`config.mk`:
```
export PLATFORM = sky130hd
export DESIGN_NAME = hilo_muldiv
export DESIGN_NICKNAME = d
export VERILOG_FILES = /design/src/rtl/hilo_muldiv_pkg.sv /design/src/rtl/hilo_muldiv_core.sv /design/src/rtl/hilo_muldiv.sv
export SDC_FILE = /design/constraint.sdc
export NUM_CORES = 1
export LEC_CHECK = 0
export CORE_MARGIN = 2
export CORE_UTILIZATION = 40
export DETAILED_ROUTE_END_ITERATION = 12
export PLACE_DENSITY_LB_ADDON = 0.15
export SYNTH_ARGS = -nofsm -noshare
export SYNTH_HDL_FRONTEND = slang
export SYNTH_HIERARCHICAL = 1
export SYNTH_SLANG_ARGS = --single-unit
```
`constraint.sdc`:
```
create_clock -name clk -period 4.2 [get_ports clk]
set_input_delay 0.63 -clock clk [delete_from_list [all_inputs] [get_ports clk]]
set_output_delay 0.63 -clock clk [all_outputs]
set_load 0.005 [all_outputs]
```
`src/rtl/hilo_muldiv_pkg.sv`:
```
// Shared encodings for the HI/LO multiply/divide unit.
package hilo_muldiv_pkg;

  localparam logic [2:0] OP_MULT = 3'd0;
  localparam logic [2:0] OP_DIV  = 3'd1;
  localparam logic [2:0] OP_MTHI = 3'd2;
  localparam logic [2:0] OP_MTLO = 3'd3;

  localparam int unsigned ITER_COUNT = 32;

  typedef enum logic [2:0] {
    S_IDLE,
    S_MUL,
    S_DIV,
    S_FIX,
    S_DONE
  } state_e;

endpackage

```
`src/rtl/hilo_muldiv_core.sv`:
```
// Iterative unsigned datapath: shift-add multiply / restoring divide over ITER_COUNT steps.
// Divider datapath present only when MULDIV_DIV_EN is defined.
module muldiv_core
  import hilo_muldiv_pkg::*;
#(
  parameter int unsigned WIDTH = 32
) (
  input  logic               clk,
  input  logic               reset,
  input  logic               i_load,
  input  logic               i_div,
  input  logic               i_step,
  input  logic [WIDTH-1:0]   i_a,
  input  logic [WIDTH-1:0]   i_b,
  output logic               o_last,
  output logic [2*WIDTH-1:0] o_acc
);

  localparam int unsigned CNT_W = $clog2(ITER_COUNT);

  logic [2*WIDTH-1:0] r_acc;
  logic [WIDTH-1:0]   r_b;
  logic [CNT_W-1:0]   r_cnt;
  logic [WIDTH:0]     w_add;
  logic [2*WIDTH-1:0] w_mul_nx;
  logic [2*WIDTH-1:0] w_acc_nx;

  // Multiply: upper half accumulates, multiplier shifts out of the low end.
  assign w_add    = {1'b0, r_acc[2*WIDTH-1:WIDTH]} + {1'b0, r_b};
  assign w_mul_nx = r_acc[0] ? {w_add, r_acc[WIDTH-1:1]} : {1'b0, r_acc[2*WIDTH-1:1]};

`ifdef MULDIV_DIV_EN
  logic           r_div;
  logic [WIDTH:0] w_sh;
  logic [WIDTH:0] w_sub;
  logic           w_ge;

  // Divide: upper half is the partial remainder, lower half shifts dividend out / quotient in.
  assign w_sh  = {r_acc[2*WIDTH-1:WIDTH], r_acc[WIDTH-1]};
  assign w_sub = w_sh - {1'b0, r_b};
  assign w_ge  = (w_sh >= {1'b0, r_b});

  always_comb begin
    w_acc_nx = w_mul_nx;
    if (r_div) begin
      w_acc_nx = w_ge ? {w_sub[WIDTH-1:0], r_acc[WIDTH-2:0], 1'b1}
                      : {w_sh[WIDTH-1:0],  r_acc[WIDTH-2:0], 1'b0};
    end
  end

  always_ff @(posedge clk or posedge reset) begin
    if (reset)       r_div <= 1'b0;
    else if (i_load) r_div <= i_div;
  end
`else
  logic w_unused_div;
  assign w_unused_div = i_div;
  assign w_acc_nx     = w_mul_nx;
`endif

  always_ff @(posedge clk or posedge reset) begin
    if (reset) begin
      r_acc <= '0;
      r_b   <= '0;
      r_cnt <= '0;
    end else if (i_load) begin
      r_acc <= {{WIDTH{1'b0}}, i_a};
      r_b   <= i_b;
      r_cnt <= '0;
    end else if (i_step) begin
      r_acc <= w_acc_nx;
      r_cnt <= r_cnt + 1'b1;
    end
  end

  assign o_last = (r_cnt == CNT_W'(ITER_COUNT - 1));
  assign o_acc  = r_acc;

endmodule

```
`src/rtl/hilo_muldiv.sv`:
```
// HI/LO owner: FSM, sign handling and result registers around muldiv_core.
// Define MULDIV_DIV_EN to build the divider; otherwise DIV completes as a no-op.
module hilo_muldiv
  import hilo_muldiv_pkg::*;
#(
  parameter int unsigned WIDTH = 32
) (
  input  logic             clk,
  input  logic             reset,
  input  logic             start,
  input  logic [2:0]       op,
  input  logic             signed_op,
  input  logic [WIDTH-1:0] a,
  input  logic [WIDTH-1:0] b,
  output logic             busy,
  output logic             done,
  output logic             div_zero,
  output logic [WIDTH-1:0] hi,
  output logic [WIDTH-1:0] lo
);

  state_e             r_state, w_state_nx;
  logic               r_busy, r_done, r_div_zero, r_neg_p;
  logic [WIDTH-1:0]   r_hi, r_lo;
  logic               w_accept, w_last;
  logic [WIDTH-1:0]   w_mag_a, w_mag_b;
  logic [2*WIDTH-1:0] w_acc, w_prod_fix;
`ifdef MULDIV_DIV_EN
  logic               r_neg_r, r_is_div;
`endif

  assign w_accept   = (r_state == S_IDLE) && start;
  assign w_mag_a    = (signed_op && a[WIDTH-1]) ? -a : a;
  assign w_mag_b    = (signed_op && b[WIDTH-1]) ? -b : b;
  assign w_prod_fix = r_neg_p ? -w_acc : w_acc;

  muldiv_core #(.WIDTH(WIDTH)) u_core (
    .clk    (clk),
    .reset  (reset),
    .i_load (w_accept),
    .i_div  (op == OP_DIV),
    .i_step ((r_state == S_MUL) || (r_state == S_DIV)),
    .i_a    (w_mag_a),
    .i_b    (w_mag_b),
    .o_last (w_last),
    .o_acc  (w_acc)
  );

  always_comb begin
    w_state_nx = r_state;
    unique case (r_state)
      S_IDLE: begin
        if (start) begin
          if (op == OP_MULT) w_state_nx = S_MUL;
`ifdef MULDIV_DIV_EN
          else if (op == OP_DIV && b != '0) w_state_nx = S_DIV;
`endif
          else w_state_nx = S_DONE;
        end
      end
      S_MUL, S_DIV: if (w_last) w_state_nx = S_FIX;
      S_FIX:        w_state_nx = S_DONE;
      S_DONE:       w_state_nx = S_IDLE;
      default:      w_state_nx = S_IDLE;
    endcase
  end

  always_ff @(posedge clk or posedge reset) begin
    if (reset) begin
      r_state    <= S_IDLE;
      r_busy     <= 1'b0;
      r_done     <= 1'b0;
      r_div_zero <= 1'b0;
      r_neg_p    <= 1'b0;
      r_hi       <= '0;
      r_lo       <= '0;
`ifdef MULDIV_DIV_EN
      r_neg_r    <= 1'b0;
      r_is_div   <= 1'b0;
`endif
    end else begin
      r_state <= w_state_nx;
      r_busy  <= (w_state_nx != S_IDLE);
      r_done  <= (w_state_nx == S_DONE);
      if (w_accept) begin
        r_neg_p <= signed_op & (a[WIDTH-1] ^ b[WIDTH-1]);
`ifdef MULDIV_DIV_EN
        r_neg_r    <= signed_op & a[WIDTH-1];
        r_is_div   <= (op == OP_DIV);
        r_div_zero <= (op == OP_DIV) && (b == '0);
`else
        r_div_zero <= 1'b0;
`endif
        if (op == OP_MTHI) r_hi <= a;
        if (op == OP_MTLO) r_lo <= a;
      end
      // The dangling else falls through to the product write when no divider is built.
      if (r_state == S_FIX) begin
`ifdef MULDIV_DIV_EN
        if (r_is_div) begin
          r_lo <= r_neg_p ? -w_acc[WIDTH-1:0] : w_acc[WIDTH-1:0];
          r_hi <= r_neg_r ? -w_acc[2*WIDTH-1:WIDTH] : w_acc[2*WIDTH-1:WIDTH];
        end else
`endif
        {r_hi, r_lo} <= w_prod_fix;
      end
    end
  end

  assign busy     = r_busy;
  assign done     = r_done;
  assign div_zero = r_div_zero;
  assign hi       = r_hi;
  assign lo       = r_lo;

endmodule

```
# Word level (Yosys, flattened, before mapping)
# Index checks and enable logic that the tools add are counted.
# word_totals
word_cells	55
ff_bits	171
# op_classes
n_addsub	5
eq_ne	7
n_reduce_logical	14
bitwise	2
mux	18
# ops
cell	n
32-bit 2-to-1 mux	8
64-bit 2-to-1 mux	4
32-bit negation	2
64-bit negation	1
32-bit by 32-bit adder with 33-bit output	1
3-bit by 2-bit equality test with 1-bit output (second input constant)	4
5-bit 2-to-1 mux	2
3-bit 2-to-1 mux	3
3-bit case mux with 3 select lines	1
2-bit nonzero test	4
3-bit logical NOT	2
5-bit by 1-bit adder with 5-bit output (second input constant)	1
5-bit equality test (second input constant)	1
2-bit AND reduction	2
3-bit by 1-bit equality test with 1-bit output (second input constant)	1
3-bit equality test (second input constant)	1
1-bit logical AND	3
3-bit nonzero test	1
2-bit OR reduction	1
1-bit AND	1
1-bit logical OR	1
1-bit XOR	1

# Depth between registers and ports, before layout
# logic_depth
word_depth	5
depth_mapped	11

# Modules after synthesis
# The synthesis kept the hierarchy.
# modules_own_cells
module	cells_each	area_each_um2	instances
muldiv_core	662	6323.6	1
hilo_muldiv	696	5886.9	1

# Least setup slack after synthesis
# OpenSTA, ideal clock, no wires.
# synth_timing
path_kind	input to register
start	input b[10]
end	register u_core.r_b[25]
t_required_ns	4.075
setup_time_ns	0.125
path_slack_ns	1.514
stages	7
arrival_time_ns	2.562
path_cell_list	or3_1 > or3_1 > or3_1 > nor2_1 > a31oi_1 > xor2_1 > mux2_2
# synth_between
elab_chain_len	2
# synth_lines
element	line_no	rtl
start: declaration	hilo_muldiv.sv:14	input logic [WIDTH-1:0] b,
32-bit negation	hilo_muldiv.sv:34	assign w_mag_b = (signed_op && b[WIDTH-1]) ? -b : b;
32-bit 2-to-1 mux	hilo_muldiv.sv:34	
net w_mag_b[25]	hilo_muldiv.sv:26	logic [WIDTH-1:0] w_mag_a, w_mag_b;
end signal: assignment	hilo_muldiv_core.sv:68	r_b <= i_b;
end: declaration	hilo_muldiv_core.sv:22	logic [WIDTH-1:0] r_b;
# The timed path passes the listed nets, and every way through them passes these cells.
# A chain may end at the register's enable or synchronous reset.

# Worst setup path in the final report
# layout_timing
start	register u_core.r_acc[36], in the netlist u_core/o_acc[36]
end	register r_hi[25], in the netlist hi[25]
# layout_between
elab_chain_len	3
# layout_lines
element	line_no	rtl
start: declaration	hilo_muldiv_core.sv:21	logic [2*WIDTH-1:0] r_acc;
start signal: assignment	hilo_muldiv_core.sv:67	r_acc <= {{WIDTH{1'b0}}, i_a};
start signal: assignment	hilo_muldiv_core.sv:71	r_acc <= w_acc_nx;
64-bit negation	hilo_muldiv.sv:35	assign w_prod_fix = r_neg_p ? -w_acc : w_acc;
64-bit 2-to-1 mux	hilo_muldiv.sv:35	
32-bit 2-to-1 mux	hilo_muldiv.sv:98	if (r_state == S_FIX) begin
end signal: assignment	hilo_muldiv.sv:105	{r_hi, r_lo} <= w_prod_fix;
end: declaration	hilo_muldiv.sv:24	logic [WIDTH-1:0] r_hi, r_lo;
# Every way passes these cells.

==> impl_results.md <==
- Outcome: finished, final reports clean
- Largest net degree at the start of global routing: slightly above 80
- Input/output buffers: roughly 140
- Max_cap viols: 0
- Initial Util: 0.408
- Critical Path, Cell by Cell: or4_4, or4b_4, or4_4, o41ai_2, xor2_1, o21ai_1
- Maximum ir drop on the vdd rail: around 0.22 mV
- Via-to-Cell Ratio: approximately 5.6
- Clk sinks: 171
- Num CTS Buffers: 17
- RR Startpoint: u_core/o_acc[36]
- Pwr/cell area: 509 nW/um^2
- Layout fillers: 2865
- Placer congestion estimate: 0.918
- WL/cell: 18.7 um
- Setup slack, reg-to-reg: around 1100 ps
- Gate Count Post-Synth: around 1.4k
- Routed WL: about 35000 um
- R2R Path End: hi[25]
- Initial antenna violation count: 1
- Antenna cells: 0
- First-pass iteration count of the detailed router: 5
- Hold Crit Class: reg -> reg
- Hold bufs inserted after CTS: 0
- Worst Path Arrival: 3360 ps
- Die width: 179 um
- Row Count: 63
- Leak Pwr: approximately 0.006 uW
- Grt total ovfl: 0
- GRT Total Usage: 0.219
- Kind of cell adding the most delay to the critical path: simple AND/OR/NAND/NOR gates
- Synth Warn #: 6
- DRC viols: 0
- Final min period: 3060 ps
- Mean post-synth cell area: 8.99 um^2
- Overall Power: 7400 uW
- Final hold violations: 0
- Mapped Area: 12200 um^2
- Buffers plus inverters on the worst setup path: 0
- Startpoint Class: register
- Hpwl dp: 26300 um
- Clk Latency, worst-skew pair: 440 ps
- Critical Path End Type: register
- DIE AREA: 31900 um^2
- Worst Hold Launch: u_core/r_b[30]
- Slowest stage delay, CP: 610 ps
- Final setup violation count: 0
- Core area: approximately 30000 um^2
- Clock-pin slew on the worst setup and hold paths: 80 ps
- Resized cells post-CTS: 0
- RSZ-0062 raised after global routing: false
- CTS tree: yes
- FMAX: roughly 0.33 GHz
- CTS Root Cell: clkbuf_16
- Setup Fix Bufs, Post-CTS: 0
- Post-Route Setup TNS: 0 ps
- Io pins: 138
- Height of the chip: 179 um
- Worst Path Required: 4500 ps
- Critical path peak fanout: 12
- Pin slew with the least headroom to its limit: 874 ps
- Slew Limit Headroom: 0.416
- Routed Antenna Nets: 0
- Worst hold path endpoint: u_core/r_b[30]
- Worst Hold Depth: 1
- Initial DRC Count: 812
- Maximum clock insertion buffer count: 2
- Layout Skew: about 15 ps
- H-tree Lvls: 4
- Area grow syn2layout: 19.1%
- Via count: between 10k and 15k
- Synth Net Count: 1466
- WS Path Type: reg -> reg
- Slew Viols, Final: 0
- First-pass GRT wire length: around 54000 um
- Final period util: 0.728
- Worst-path cell with the longest stage delay: or4b_4
- Cell repeated most along the worst path: or4_4
- Vias in the first global route: 9771
- Fin nets: ~1.6k
- Layout cells sized above 1: 0.115
- Reg2Reg Depth: 6
-- how the worst max path moves through the flow --
stage / from / to / cells past startpoint
2_1_floorplan: reset / u_core/o_acc[0] / 1
3_3_place_gp: a[0] / u_core/o_acc[22] / 11
3_5_place_dp: a[0] / u_core/o_acc[30] / 11
4_1_cts: u_core/o_acc[36] / hi[25] / 6
5_1_grt: u_core/o_acc[20] / hi[3] / 6
6_report: u_core/o_acc[36] / hi[25] / 6
-- sequential cells by signal (all words and copies together), names as in the netlist --
name / flops
done: 1
u_core/r_cnt: 5
busy: 1
r_neg_p: 1
u_core/o_acc: 64
r_state: 3
hi: 32
lo: 32
u_core/r_b: 32
-- power breakdown --
part,switching (uW),total (uW),leakage [uW],internal (uW)
Sequential,521,2610,0.00210,2090
Clock,761,1610,0.000278,845
Combinational,1650,3180,0.00352,1530
Total,2930,7400,0.00590,4470
-- metal layers --
| layer | track usage | vias to the layer above | part of all wire |
|---|---|---|---|
| li1 | - | 5133 | - |
| met1 | 0.304 | 4931 | 0.47 |
| met2 | 0.362 | 259 | 0.47 |
| met3 | 0.0233 | 32 | 0.042 |
| met4 | 0.0593 | 2 | 0.020 |
| met5 | 0 | - | 0.00026 |
-- placed cells by master, fill, tap and decap left out, types with 20 or more instances in the layout --
cell type	instances
o31ai_1	30
mux2_2	80
o21ai_0	111
xor2_1	95
nor3_1	22
buf_4	21
nand2_1	107
ha_1	37
nor2_1	110
inv_1	21
dfrtp_1	170
xnor2_1	55
a21oi_1	111
or3_1	20
clkdlybuf4s50_1	136
mux2i_1	52
-- worst reg2reg max path, cell delays in order (launching register included) --
cell	delay, ps
dfrtp_1	500
or4_4	540
or4b_4	610
or4_4	590
o41ai_2	270
xor2_1	330
o21ai_1	90
-- per-stage QoR --
stage	util	worst slack, ps	hold slack (ps)	cells	area (um^2)
2_1_floorplan	-	923	485	1357	12200
3_3_place_gp	0.467	847	501	1819	13900
3_5_place_dp	0.467	815	511	1819	13900
4_1_cts	0.486	1120	527	1851	14500
5_1_grt	0.486	990	540	1851	14500
6_report	0.486	1140	522	1851	14500
-- layout make-up --
class / instances / area (um^2) / area share
Sequential cell: 171 / 4280 / 0.295
Clock buffer: 18 / 429 / 0.0295
Multi-Input combinational cell: 1076 / 7530 / 0.518
Timing Repair Buffer: 159 / 1560 / 0.107
Inverter: 23 / 88.8 / 0.00611
Clock inverter: 14 / 158 / 0.0108
Tap cell: 390 / 488 / 0.0336
(Power assumes the default switching activity.)
